<file path="src/rtl/sequencer.sv">
// -----------------------------------------------------------------------------
// sequencer
//   Control-unit FSM for the basic processor. Walks fetch (F0..F2), decode (D0)
//   and execute (X1, X2, END), driving every sysbus enable and register-load
//   strobe. Memory cycles are stretched while mem_ready is low; an undefined
//   opcode parks the FSM in HALT until n_reset.
//
//   Opcode map (instruction word top OP_W bits):
//     LOAD = 0, STORE = 1, ADD = 2, SUB = 3, BNE = 4, anything else undefined.
//
// Ports
//   clock, n_reset   clock (rising edge) / async active-low reset
//   run              level; start / continue at instruction boundaries
//   op               opcode field from IR
//   z_flag           ACC == 0
//   mem_ready        memory access complete
//   PC_bus .. ALU_sub  bus enables and load strobes (registered, Moore)
//   halted           1 while parked in HALT
// -----------------------------------------------------------------------------
module sequencer #(
    parameter int OP_W = 3
) (
    input  logic            clock,
    input  logic            n_reset,
    input  logic            run,
    input  logic [OP_W-1:0] op,
    input  logic            z_flag,
    input  logic            mem_ready,
    output logic            PC_bus,
    output logic            load_PC,
    output logic            INC_PC,
    output logic            load_IR,
    output logic            Addr_bus,
    output logic            load_MAR,
    output logic            MDR_bus,
    output logic            load_MDR,
    output logic            CS,
    output logic            R_NW,
    output logic            ACC_bus,
    output logic            load_ACC,
    output logic            ALU_ACC,
    output logic            ALU_add,
    output logic            ALU_sub,
    output logic            halted
);

    localparam logic [OP_W-1:0] OP_LOAD  = OP_W'(0);
    localparam logic [OP_W-1:0] OP_STORE = OP_W'(1);
    localparam logic [OP_W-1:0] OP_ADD   = OP_W'(2);
    localparam logic [OP_W-1:0] OP_SUB   = OP_W'(3);
    localparam logic [OP_W-1:0] OP_BNE   = OP_W'(4);

    // X1/X2 are split per instruction class so every strobe is a pure
    // function of the state register.
    typedef enum logic [3:0] {
        S_IDLE   = 4'd0,
        S_F0     = 4'd1,
        S_F1     = 4'd2,
        S_F2     = 4'd3,
        S_D0     = 4'd4,
        S_X1_RD  = 4'd5,   // operand / branch-pointer read
        S_X1_ST  = 4'd6,   // ACC -> MDR
        S_X1_NB  = 4'd7,   // BNE not taken, idle cycle
        S_X2_LD  = 4'd8,
        S_X2_ADD = 4'd9,
        S_X2_SUB = 4'd10,
        S_X2_ST  = 4'd11,
        S_X2_BR  = 4'd12,
        S_END    = 4'd13,
        S_HALT   = 4'd14
    } state_t;

    typedef struct packed {
        logic pc_bus;
        logic ld_pc;
        logic inc_pc;
        logic ld_ir;
        logic addr_bus;
        logic ld_mar;
        logic mdr_bus;
        logic ld_mdr;
        logic cs;
        logic r_nw;
        logic acc_bus;
        logic ld_acc;
        logic alu_acc;
        logic alu_add;
        logic alu_sub;
        logic halted;
    } strobe_t;

    state_t  state_q, state_d;
    strobe_t out_q;

    function automatic logic op_defined(logic [OP_W-1:0] o);
        return (o == OP_LOAD) || (o == OP_STORE) || (o == OP_ADD) ||
               (o == OP_SUB)  || (o == OP_BNE);
    endfunction

    function automatic strobe_t decode(state_t s);
        strobe_t o;
        o = '0;
        case (s)
            S_F0: begin
                o.pc_bus = 1'b1; o.ld_mar = 1'b1; o.ld_pc = 1'b1; o.inc_pc = 1'b1;
            end
            S_F1, S_X1_RD: begin
                o.cs = 1'b1; o.r_nw = 1'b1; o.ld_mdr = 1'b1;
            end
            S_F2:     begin o.mdr_bus  = 1'b1; o.ld_ir  = 1'b1; end
            S_D0:     begin o.addr_bus = 1'b1; o.ld_mar = 1'b1; end
            S_X1_ST:  begin o.acc_bus  = 1'b1; o.ld_mdr = 1'b1; end
            S_X2_LD:  begin o.mdr_bus = 1'b1; o.alu_acc = 1'b1; o.ld_acc = 1'b1; end
            S_X2_ADD: begin o.mdr_bus = 1'b1; o.alu_add = 1'b1; o.ld_acc = 1'b1; end
            S_X2_SUB: begin o.mdr_bus = 1'b1; o.alu_sub = 1'b1; o.ld_acc = 1'b1; end
            S_X2_ST:  o.cs = 1'b1;                 // write: R_NW stays 0
            S_X2_BR:  begin o.mdr_bus = 1'b1; o.ld_pc = 1'b1; end
            S_HALT:   o.halted = 1'b1;
            default:  ;
        endcase
        return o;
    endfunction

    always_comb begin
        state_d = state_q;
        case (state_q)
            S_IDLE: state_d = run ? S_F0 : S_IDLE;
            S_F0:   state_d = S_F1;
            S_F1:   state_d = mem_ready ? S_F2 : S_F1;
            S_F2:   state_d = S_D0;
            // Instruction class and branch condition are resolved here so the
            // X1 strobes never depend on live inputs; ACC (hence z_flag) is
            // stable from the previous instruction's X2 through this X1.
            S_D0: begin
                if (!op_defined(op))   state_d = S_HALT;
                else if (op == OP_STORE) state_d = S_X1_ST;
                else if (op == OP_BNE && z_flag) state_d = S_X1_NB;
                else                    state_d = S_X1_RD;
            end
            S_X1_RD: begin
                if (mem_ready) begin
                    case (op)
                        OP_LOAD: state_d = S_X2_LD;
                        OP_ADD:  state_d = S_X2_ADD;
                        OP_SUB:  state_d = S_X2_SUB;
                        OP_BNE:  state_d = S_X2_BR;
                        default: state_d = S_HALT;
                    endcase
                end
            end
            S_X1_ST:  state_d = S_X2_ST;
            S_X1_NB:  state_d = S_END;
            S_X2_ST:  state_d = mem_ready ? S_END : S_X2_ST;
            S_X2_LD, S_X2_ADD, S_X2_SUB, S_X2_BR: state_d = S_END;
            S_END:    state_d = run ? S_F0 : S_IDLE;
            S_HALT:   state_d = S_HALT;
            default:  state_d = S_IDLE;
        endcase
    end

    // Outputs are registered as the decode of the next state, so they always
    // equal decode(state_q) with no input-to-output path.
    always_ff @(posedge clock or negedge n_reset) begin
        if (!n_reset) begin
            state_q <= S_IDLE;
            out_q   <= '0;
        end else begin
            state_q <= state_d;
            out_q   <= decode(state_d);
        end
    end

    assign PC_bus   = out_q.pc_bus;
    assign load_PC  = out_q.ld_pc;
    assign INC_PC   = out_q.inc_pc;
    assign load_IR  = out_q.ld_ir;
    assign Addr_bus = out_q.addr_bus;
    assign load_MAR = out_q.ld_mar;
    assign MDR_bus  = out_q.mdr_bus;
    assign load_MDR = out_q.ld_mdr;
    assign CS       = out_q.cs;
    assign R_NW     = out_q.r_nw;
    assign ACC_bus  = out_q.acc_bus;
    assign load_ACC = out_q.ld_acc;
    assign ALU_ACC  = out_q.alu_acc;
    assign ALU_add  = out_q.alu_add;
    assign ALU_sub  = out_q.alu_sub;
    assign halted   = out_q.halted;

endmodule

</file>
<file path="config.mk">
export PLATFORM = sky130hd
export DESIGN_NAME = sequencer
export DESIGN_NICKNAME = d
export VERILOG_FILES = /design/src/rtl/sequencer.sv
export SDC_FILE = /design/constraint.sdc
export NUM_CORES = 1
export LEC_CHECK = 0
export ABC_AREA = 1
export CAP_MARGIN = 20
export CORE_MARGIN = 5
export CORE_UTILIZATION = 52
export CTS_CLUSTER_SIZE = 8
export DETAILED_ROUTE_END_ITERATION = 10
export HOLD_SLACK_MARGIN = 0.12
export PLACE_DENSITY = 0.83
export SETUP_SLACK_MARGIN = 0.5
export SLEW_MARGIN = 25
export SYNTH_ARGS = -nofsm -noshare
export SYNTH_HDL_FRONTEND = slang
export SYNTH_SLANG_ARGS = --single-unit
</file>
<file path="constraint.sdc">
create_clock -name clock -period 3.25 [get_ports clock]
set_clock_uncertainty 0.05 [all_clocks]
set_input_delay 0.325 -clock clock [delete_from_list [all_inputs] [get_ports clock]]
set_output_delay 0.325 -clock clock [all_outputs]
set_load 0.05 [all_outputs]
</file>
### Word-level counts from Yosys, hierarchy flattened

Index checks and enable logic that the tools add are counted.
Widths: inputs -> output; s select.

* multiplexer cells: 24
* equality and inequality tests: 30
* reduce and logical (&&, ||, !) cells: 16

Operators by type and width (number)
* $eq 4x4->1 const B: 13
* $pmux 4 s10: 1
* $eq 4x3->1 const B: 7
* $mux 1: 17
* $eq 4x2->1 const B: 4
* $pmux 3 s4: 1
* $reduce_or 5->1: 2
* $reduce_or 3->1: 3
* $eq 4x1->1 const B: 2
* $mux 4: 2
* $reduce_or 2->1: 4
* $eq 3x2->1 const B: 2
* $logic_not 4->1: 1
* $logic_or 1x1->1: 4
* $mux 2: 2
* $eq 3x1->1 const B: 1
* $eq 3x3->1 const B: 1
* $logic_not 3->1: 1
* $mux 3: 1
* $logic_and 1x1->1: 1

* register bits: 19
* logic and storage cells: 86

### Longest topological paths before layout

Gate-level depths: netlist of the first run.

* word-level depth: 10
* depth in mapped cells: 11
* mapped depth without buffers: 11

### Worst setup path after synthesis of the first run

Ideal clock, no wire load.

* path kind: flip-flop to flip-flop
* start: register state_q[0]
* end: register out_q, in the netlist CS
* slack: 1864 ps
* period minus slack after synthesis: 1386 ps
* buffers on the path: 0
* cell stages (with the launch flop): 11
* library setup time: 125 ps
* arrival: 1211 ps
* cell sequence: dfrtp_1 -> nand2_2 -> inv_2 -> nand2_1 -> inv_1 -> nor2_1 -> nand2_1 -> nor2_1 -> nor2_1 -> nand2_1 -> nand3_1

* cells in the longest elaborated chain, start to end: 6

Ends and longest elaborated chain
* start: declaration: line 92 `state_t state_q, state_d;`
* start signal: assignment: line 168 `state_q <= state_d;`
* $eq 4x4->1 (tied with other cells): line 126 `case (state_q)`
* $reduce_or 5->1 (no line) or $reduce_or 2->1 (tied branches)
* $pmux 4 s10 (*): line 126
* $eq 4x2->1 (tied with other cells): line 103 `case (s)`
* $reduce_or 3->1 (no line) (*)
* $mux 1 (*): line 103
* end signal: assignment: line 169 `out_q <= decode(state_d);`
* end: declaration: line 93 `strobe_t out_q;`

Every way passes the cells marked *; elsewhere a longest branch is shown, timed or not.

### Final worst setup path of the first run

* start: register out_q, in the netlist INC_PC
* end: output port INC_PC

RTL lines
* end: declaration: line 31 `output logic INC_PC,`

No word-level cell between the ends.

==> results of run 1 <==
## worst register-to-register path: cells and delay by family (launching register included)
family,cells,cell delay (ns)
flops,1,0.47
buf+inv,1,0.07
simple gates,9,0.96
## final timing paths
path                            start  endpoint  cells after the start
setup / recovery               INC_PC    INC_PC                      1
hold / removal                n_reset  load_ACC                      1
setup reg to reg           state_q[2]   MDR_bus                     10
hold reg to reg            state_q[3]  load_MAR                      3
max in group asynchronous     n_reset    halted                      1
min in group clock                run    INC_PC                      3
## power groups by stage
stage / clock (mW) / combinational (mW) / sequential (mW)
after detailed placement: 0 / 0.916 / 0.385
after global placement: 0 / 0.887 / 0.377
final: 0.114 / 0.922 / 0.380
after floorplan: 0 / 0.512 / 0.544
after CTS: 0.117 / 0.922 / 0.380
after global routing: 0.128 / 1.02 / 0.388
## area by class of cell
type | count | area [sq um]
sequential | 19 | 475
clock buffer | 4 | 26.3
multi-input combinational | 103 | 465
timing repair buffer | 23 | 230
fill | 174 | 617
inverter | 25 | 93.8
tap | 27 | 33.8
## synth_stat cells (all sizes together)
cell type	number	area [sq um]
a21oi	1	5.00
nor2	23	101
nand2	55	219
nand3	21	120
inv	25	93.8
dfrtp	19	475
buf	1	7.51
nor3	3	20.0
## per-layer routing
layer  part of all wire, %  up-vias  GRT usage (%)
met3                   5.4        8           3.27
met4                   3.4        0           9.13
li1                      -      501              -
met5                     0        -              0
met1                    40      460           20.3
met2                    51       36           31.5
## kinds of logic (layout without fill, tap and decap cells)
kind of cell	count (synthesis)	in the layout
simple gates	102	102
buf+inv	26	52
flops	19	19
compound gates	1	1
## layout by cell type, fill, tap and decap left out, drive strengths merged
cell type,n
nand2,55
inv,25
clkdlybuf4s50,23
nor2,23
nand3,21
dfrtp,19
clkbuf,4
nor3,3
a21oi,1
==> impl_metrics.py, run 1 <==
metrics = {
    "timing": {
        "setup_viol": 0,
        "max_freq_mhz": 545,
        "hold_viol": 0,
        "tightestPinTransition_ns": 0.781,
        "finalWorstSetupSlack_ns": 1.42,
        "fin_crit_sh_pct": 56.4,
        "rsz0062_at_grt": "no",
        "fin_setup_tns_ns": 0,
        "relSlewSlack_pct": 47.8,
        "whs_ns": 0.431,
        "report.final.slew_viol_count": 0,
        "period_needed_ns": 1.83,
    },
    "critical_path": {
        "cp_slowest_cell": "clkdlybuf4s50_1",
        "cp-start-kind": "flip-flop",
        "critPathMaxFanout": 2,
        "critPathBufInv": 1,
        "cpLargestDelayFamily": "buffers and inverters",
        "required_ns": 2.87,
        "ff2ff_setup_slack_ns": 1.57,
        "critPathKind": "reg2out",
        "slowest_delay_ns": 0.81,
        "worstPathArrival_ns": 1.46,
        "end_kind": "output pin",
        "crit_chain": "clkdlybuf4s50_1",
    },
    "logic_synthesis": {
        "syn_area_sq_um": 1040,
        "synth_seq_area_share_pct": 45.6,
        "synth-simple-area-share_pct": 44.2,
        "synth_fp_nets": 156,
        "yosys.area_share.adder_pct": 0,
        "synth_compound_area_share_pct": 0.480,
        "synth-xor-area-share_pct": 0,
        "yosysWarnings": 0,
        "yosysUniqueCellTypes": 13,
        "ys_ff_latch": 19,
        "synth_cells": 148,
        "synthMuxAreaShare_pct": 0,
        "synth_top_family_by_area": "simple AND/OR/NAND/NOR gates",
        "avgSynthCellArea_sq_um": 7.04,
    },
    "pwr": {
        "power.switching_mw": 0.770,
        "p_clk_share_pct": 8.1,
        "power_density_nw_per_um2": 1070,
        "power.internal_mw": 0.646,
        "leakage_nw": 0.775,
        "finalPower_mw": 1.42,
        "power_frac_seq_pct": 26.8,
        "pwr-share-comb_pct": 65.1,
        "irDropWorstVdd_v": 0.000694,
        "p_sw_share_pct": 54.4,
    },
    "die": {
        "fp.dieH_um": 54.8,
        "die_x_um": 54.8,
        "rows": 16,
        "design.core.area_sq_um": 1940,
        "start_util_pct": 53.7,
        "die-area_sq_um": 3000,
        "ios": 24,
    },
    "clock_network": {
        "cts.reportedPaths.clkPinSlew_ns": 0.10,
        "clockBufferDepth": 2,
        "cts_setup_buffers": 0,
        "clockRootBuffer": "clkbuf_4",
        "ctsResizeCount": 0,
        "clkLatencyLatePin_ns": 0.29,
        "cts_hold_buf": 0,
        "cts_tree": "built",
        "cts_buffers": 3,
        "cts_sinks": 19,
        "cts.htree.levels": 1,
    },
    "place": {
        "dp_hpwl_um": 1980,
        "dp.cells": 197,
        "dpl_cell_area_sq_um": 1300,
        "gp_congestion": 0.921,
        "dp_slack_ns": 1.25,
        "port_buffers": 23,
    },
    "route": {
        "drt-pass1-iter-count": 4,
        "vias": 1005,
        "routed_via_density": 5.00,
        "postRouteAntennaNets": 0,
        "drc_errors": 0,
        "drt_wl_total_um": 2350,
        "wl_per_cell_um": 11.7,
        "drtIter0Drc": 39,
    },
    "layout": {
        "largest_register_ffs": 4,
        "nets": 183,
        "fin_area_sq_um": 1330,
        "final_cells": 201,
        "final_util_pct": 68.2,
        "syn_to_final_growth_pct": 27.1,
        "top_register": "state_q",
        "antenna_cells": 0,
        "drive_gt1_share_pct": 12.1,
    },
    "global_routing": {
        "antenna_found_initial": 0,
        "grt_overflow": 0,
        "grt_max_degree": 20,
        "grt.total_usage_pct": 17.9,
        "grt_pass1_vias": 940,
        "grt_first_pass_wirelength_um": 3810,
    },
    "status": {
        "status": "complete, no violations",
    },
    "run": {
        "cap_violations": 0,
    },
    "worst_hold_path": {
        "hold_path_class": "in2async",
    },
}
No activity file was read; power rests on OpenSTA's default activity.
==> run 2: changes to the inputs <==
CORE_UTILIZATION = 44   (was 52)
PLACE_DENSITY = 0.74   (was 0.83)
clock period = 1.5 ns   (was 3.25 ns; I/O delays follow)
==> run 2 against run 1 <==
Net effect:
- the run now ends with negative setup slack left
- die area rose by 15%
- register-to-register slack got worse by 1.7 ns
- count of clock-buffer cells in the layout did not move
- largest power group unchanged
==> impl_metrics.py, run 2 (synthesized netlist as in run 1, its figures left out) <==
metrics = {
    "clock_network": {
        "cts.htree.levels": 1,
        "clockRootBuffer": "clkbuf_4",
        "cts_buffers": 3,
        "cts_sinks": 19,
        "cts.reportedPaths.clkPinSlew_ns": 0.10,
        "clockBufferDepth": 2,
        "cts_tree": "built",
        "clkLatencyLatePin_ns": 0.30,
        "cts_hold_buf": 0,
    },
    "global_routing": {
        "grt_first_pass_wirelength_um": 4390,
        "grt_pass1_vias": 1013,
        "grt_max_degree": 20,
        "grt_overflow": 0,
        "grt.total_usage_pct": 16.6,
        "antenna_found_initial": 0,
    },
    "critical_path": {
        "reg2reg_depth": 10,
        "required_ns": 1.63,
        "critPathMaxFanout": 6,
        "end_kind": "flip-flop",
        "ff2ff_setup_slack_ns": -0.1,
        "cp-start-kind": "flip-flop",
        "r2r_start": "state_q[1]",
        "worstPathArrival_ns": 1.73,
        "critPathKind": "reg2reg",
        "timing.rr.end": "CS",
    },
    "place": {
        "dp.cells": 212,
        "gp_congestion": 0.878,
        "dpl_cell_area_sq_um": 1380,
        "dp_hpwl_um": 1960,
        "port_buffers": 23,
    },
    "layout": {
        "final_cell_mix": "nand2_1 (31), nand2_2 (21), buf_4 (19)",
        "final_common_cell": "nand2_1",
        "largest_register_ffs": 4,
        "antenna_cells": 0,
        "syn_to_final_growth_pct": 65.2,
        "nets": 203,
        "top_register": "state_q",
        "drive_gt1_share_pct": 55.7,
        "fin_area_sq_um": 1720,
        "final_cells": 222,
    },
    "pwr": {
        "leakage_nw": 0.954,
        "irDropWorstVdd_v": 0.00162,
        "power_density_nw_per_um2": 2480,
    },
    "timing": {
        "hold_viol": 0,
        "setup_viol": 11,
        "fin_crit_sh_pct": 107,
        "whs_ns": 0.130,
        "finalWorstSetupSlack_ns": -0.0992,
        "rsz0062_at_grt": "yes",
        "period_needed_ns": 1.60,
        "tightestPinTransition_ns": 0.244,
        "report.final.slew_viol_count": 0,
        "relSlewSlack_pct": 83.7,
        "max_freq_mhz": 625,
    },
    "route": {
        "drtIter0Drc": 19,
        "postRouteAntennaNets": 0,
        "drc_errors": 0,
        "wl_per_cell_um": 13.6,
        "drt-pass1-iter-count": 4,
        "drt_wl_total_um": 3020,
        "vias": 1121,
        "routed_via_density": 5.05,
    },
    "die": {
        "fp.dieH_um": 58.7,
        "die_x_um": 58.7,
        "die-area_sq_um": 3440,
        "start_util_pct": 46.7,
        "ios": 24,
        "design.core.area_sq_um": 2230,
        "rows": 17,
    },
    "status": {
        "status": "finished with violations",
        "violations": "negative setup slack",
    },
    "worst_hold_path": {
        "hold_path_class": "in2async",
    },
    "run": {
        "cap_violations": 0,
    },
}
[run 2: changes by cell type in the layout (fill, tap and decap cells not counted), moves of 5 or more]
cell	delta
inv_1	-9
inv_2	+8
dfrtp_1	-5
buf_6	+15
clkdlybuf4s50_1	-16
nand2_1	-19
nand3_1	-6
dfrtp_2	+5
buf_4	+19
nor2_1	-10
nor2_4	+11
nand2_2	+16
[run 2: layout make-up]
class                      instances  area [sq um]
inverter                          25          96.3
tap                               28          35.0
timing repair buffer              43           412
clock buffer                       4          26.3
sequential                        19           482
fill                             153           512
multi-input combinational        103           671
[run 2: stage by stage]
stage	setup WS [ns]	setup TNS, ns	util (%)	total power, mW
3_3_place_gp	-0.180	-1.58	61.8	2.94
6_report	-0.0992	-0.611	77.1	4.26
2_1_floorplan	0.138	0	-	2.33
3_5_place_dp	-0.247	-2.21	61.8	2.97
4_1_cts	-0.0299	-0.114	70.3	3.65
5_1_grt	-0.176	-1.59	77.1	4.54
[run 2: how the worst max path moves through the flow]
stage / cells after the start / start / end / slack [ns]
4_1_cts: 9 / state_q[0] / CS / -0.03
3_3_place_gp: 11 / op[1] / halted / -0.18
5_1_grt: 10 / state_q[2] / ALU_ACC / -0.18
6_report: 10 / state_q[1] / CS / -0.1
2_1_floorplan: 11 / state_q[2] / CS / 0.14
3_5_place_dp: 11 / op[2] / ALU_sub / -0.25
[run 2: repair_timing]
item,in CTS,in global routing
buffers inserted,4,2
gates cloned,0,0
endpoints found under the setup margin,34,34
resized for setup,42,37
pin swaps,12,12
[run 2: critical path, stage by stage, from the launching register on]
cell and delay (ns):
dfrtp_2 0.49, nand2_4 0.12, inv_2 0.06, nand2_2 0.07, inv_1 0.07, nor2_1 0.10
nand2_1 0.11, nor2_4 0.17, nor2_4 0.06, nand2_1 0.10, nand3_1 0.08
[run 2: per-layer routing]
metal | part of all wire, % | vias to the layer above | global-route usage (%)
met5 | 0 | - | 0
li1 | - | 541 | -
met1 | 37 | 537 | 20.4
met4 | 2.0 | 0 | 5.18
met3 | 6.6 | 9 | 5.04
met2 | 54 | 34 | 27.9
[run 2: report_power, final]
part | internal (mW) | switching [mW]
Sequential | 0.706 | 0.200
Clock | 0.104 | 0.153
Combinational | 1.17 | 1.93
==> run 3: changes to the inputs <==
SETUP_SLACK_MARGIN = default   (was 0.5)
==> run 3 against run 2 <==
Net effect:
- the flow still finishes with violations (negative setup slack)
- register-to-register slack worse by 0.02 ns
- setup slack worse by 0.021 ns
- highest routed layer unchanged
- maximum frequency down 1.3%
==> impl_metrics.py, run 3 (synthesized netlist as in run 1, its figures left out) <==
metrics = {
    "status": {
        "status": "finished with violations",
        "violations": "negative setup slack",
    },
    "global_routing": {
        "grt.total_usage_pct": 17.2,
        "grt_overflow": 0,
        "grt_pass1_vias": 1088,
        "grt_max_degree": 20,
        "antenna_found_initial": 0,
        "grt_first_pass_wirelength_um": 4590,
    },
    "route": {
        "drt-pass1-iter-count": 4,
        "postRouteAntennaNets": 0,
        "drt_wl_total_um": 2840,
        "vias": 1113,
        "drtIter0Drc": 35,
        "routed_via_density": 5.04,
        "wl_per_cell_um": 12.8,
        "drc_errors": 0,
    },
    "pwr": {
        "irDropWorstVdd_v": 0.00177,
        "finalPower_mw": 3.89,
        "power_density_nw_per_um2": 2480,
        "leakage_nw": 0.928,
    },
    "die": {
        "start_util_pct": 46.7,
        "die_x_um": 58.7,
        "fp.dieH_um": 58.7,
        "die-area_sq_um": 3440,
        "design.core.area_sq_um": 2230,
        "rows": 17,
        "ios": 24,
    },
    "place": {
        "gp_congestion": 0.898,
        "dp_slack_ns": -0.246,
        "port_buffers": 23,
        "dp_hpwl_um": 1900,
        "dp.cells": 212,
    },
    "timing": {
        "tightestPinTransition_ns": 0.238,
        "period_needed_ns": 1.62,
        "hold_viol": 0,
        "max_freq_mhz": 617,
        "rsz0062_at_grt": "yes",
        "relSlewSlack_pct": 84.1,
        "fin_crit_sh_pct": 108,
        "finalWorstSetupSlack_ns": -0.120,
        "setup_viol": 10,
        "report.final.slew_viol_count": 0,
    },
    "critical_path": {
        "required_ns": 1.67,
        "critPathMaxFanout": 6,
        "worstPathArrival_ns": 1.79,
        "r2r_start": "state_q[1]",
        "reg2reg_depth": 9,
        "slowest_delay_ns": 0.50,
        "cp-start-kind": "flip-flop",
        "critPathKind": "reg2reg",
        "timing.rr.end": "ALU_sub",
        "end_kind": "flip-flop",
        "cp_slowest_cell": "dfrtp_2",
        "crit_chain": "inv_4 > nor2_2 > nand2_1 > nand3_2 > nor2_1 > nand3_1 > nor2_2 > inv_2 > nor2_1",
        "worstSetupStartpoint": "state_q[1]",
        "ff2ff_setup_slack_ns": -0.12,
    },
    "clock_network": {
        "clockRootBuffer": "clkbuf_4",
        "clockBufferDepth": 2,
        "cts.reportedPaths.clkPinSlew_ns": 0.11,
        "cts_hold_buf": 0,
        "clkLatencyLatePin_ns": 0.29,
        "cts_buffers": 3,
        "cts.htree.levels": 1,
        "cts_sinks": 19,
        "cts_tree": "built",
    },
    "layout": {
        "antenna_cells": 0,
        "top_register": "state_q",
        "num-fill-cells": 176,
        "final_common_cell": "nand2_1",
        "largest_register_ffs": 4,
        "nets": 202,
        "final_cells": 221,
        "final_cell_mix": "nand2_1 (40), buf_4 (35), inv_1 (18)",
        "syn_to_final_growth_pct": 50.4,
        "drive_gt1_share_pct": 45.6,
    },
    "worst_hold_path": {
        "hold_path_class": "in2async",
    },
    "run": {
        "cap_violations": 0,
    },
}
==> run 3: per-stage QoR <==
stage / cell area, sq um / utilization, % / setup TNS (ns) / hold slack, ns
floorplan: 1040 / - / 0 / -0.196
global placement: 1370 / 61.1 / -1.82 / 0.449
detailed placement: 1370 / 61.1 / -2.21 / 0.465
CTS: 1500 / 67.2 / -0.146 / 0.141
global route: 1570 / 70.2 / -1.83 / 0.175
finish: 1570 / 70.2 / -0.846 / 0.130
==> run 3: worst max-delay path by stage <==
stage               slack, ns      end
floorplan                0.11       CS
global placement        -0.19       CS
detailed placement      -0.25       CS
CTS                     -0.03  ALU_add
global route            -0.21  ALU_add
finish                  -0.12  ALU_sub
==> run 3: routing by layer <==
metal  part of all wire [%]  vias to the layer above  GRT usage (%)
met3                    7.0                        6           3.51
met4                    2.1                        0           7.44
met1                     38                      516           19.8
li1                       -                      542              -
met2                     53                       49           30.8
met5                      0                        -              0
==> run 3: repair_timing <==
item / 4_1_cts / 5_1_grt
pin swaps: 13 / 6
buffers inserted: 2 / 3
gates resized for setup: 31 / 11
setup endpoints to repair: 11 / 12
==> run 3: layout make-up <==
| cell class | count | area, sq um | share of cell area, % |
|---|---|---|---|
| clock inverters | 1 | 5.00 | 0.319 |
| flip-flops and latches | 19 | 479 | 30.6 |
| multi-input cells | 103 | 594 | 37.9 |
| inverters | 25 | 98.8 | 6.30 |
| repair buffers | 42 | 333 | 21.2 |
| clock buffers | 3 | 22.5 | 1.44 |
| well taps | 28 | 35.0 | 2.23 |
==> run 3: where the power goes <==
group          switching [mW]  total, mW  leakage (nW)  internal, mW
registers               0.145      0.845         0.247         0.700
clock network           0.157      0.257        0.0177        0.0992
logic                    1.79       2.78         0.664         0.991
==> run 3: worst max-delay path, delay by kind of cell, from the launching register on <==
family	cells	cell delay, ns
simple gates	7	0.82
flops	1	0.50
buf+inv	2	0.18
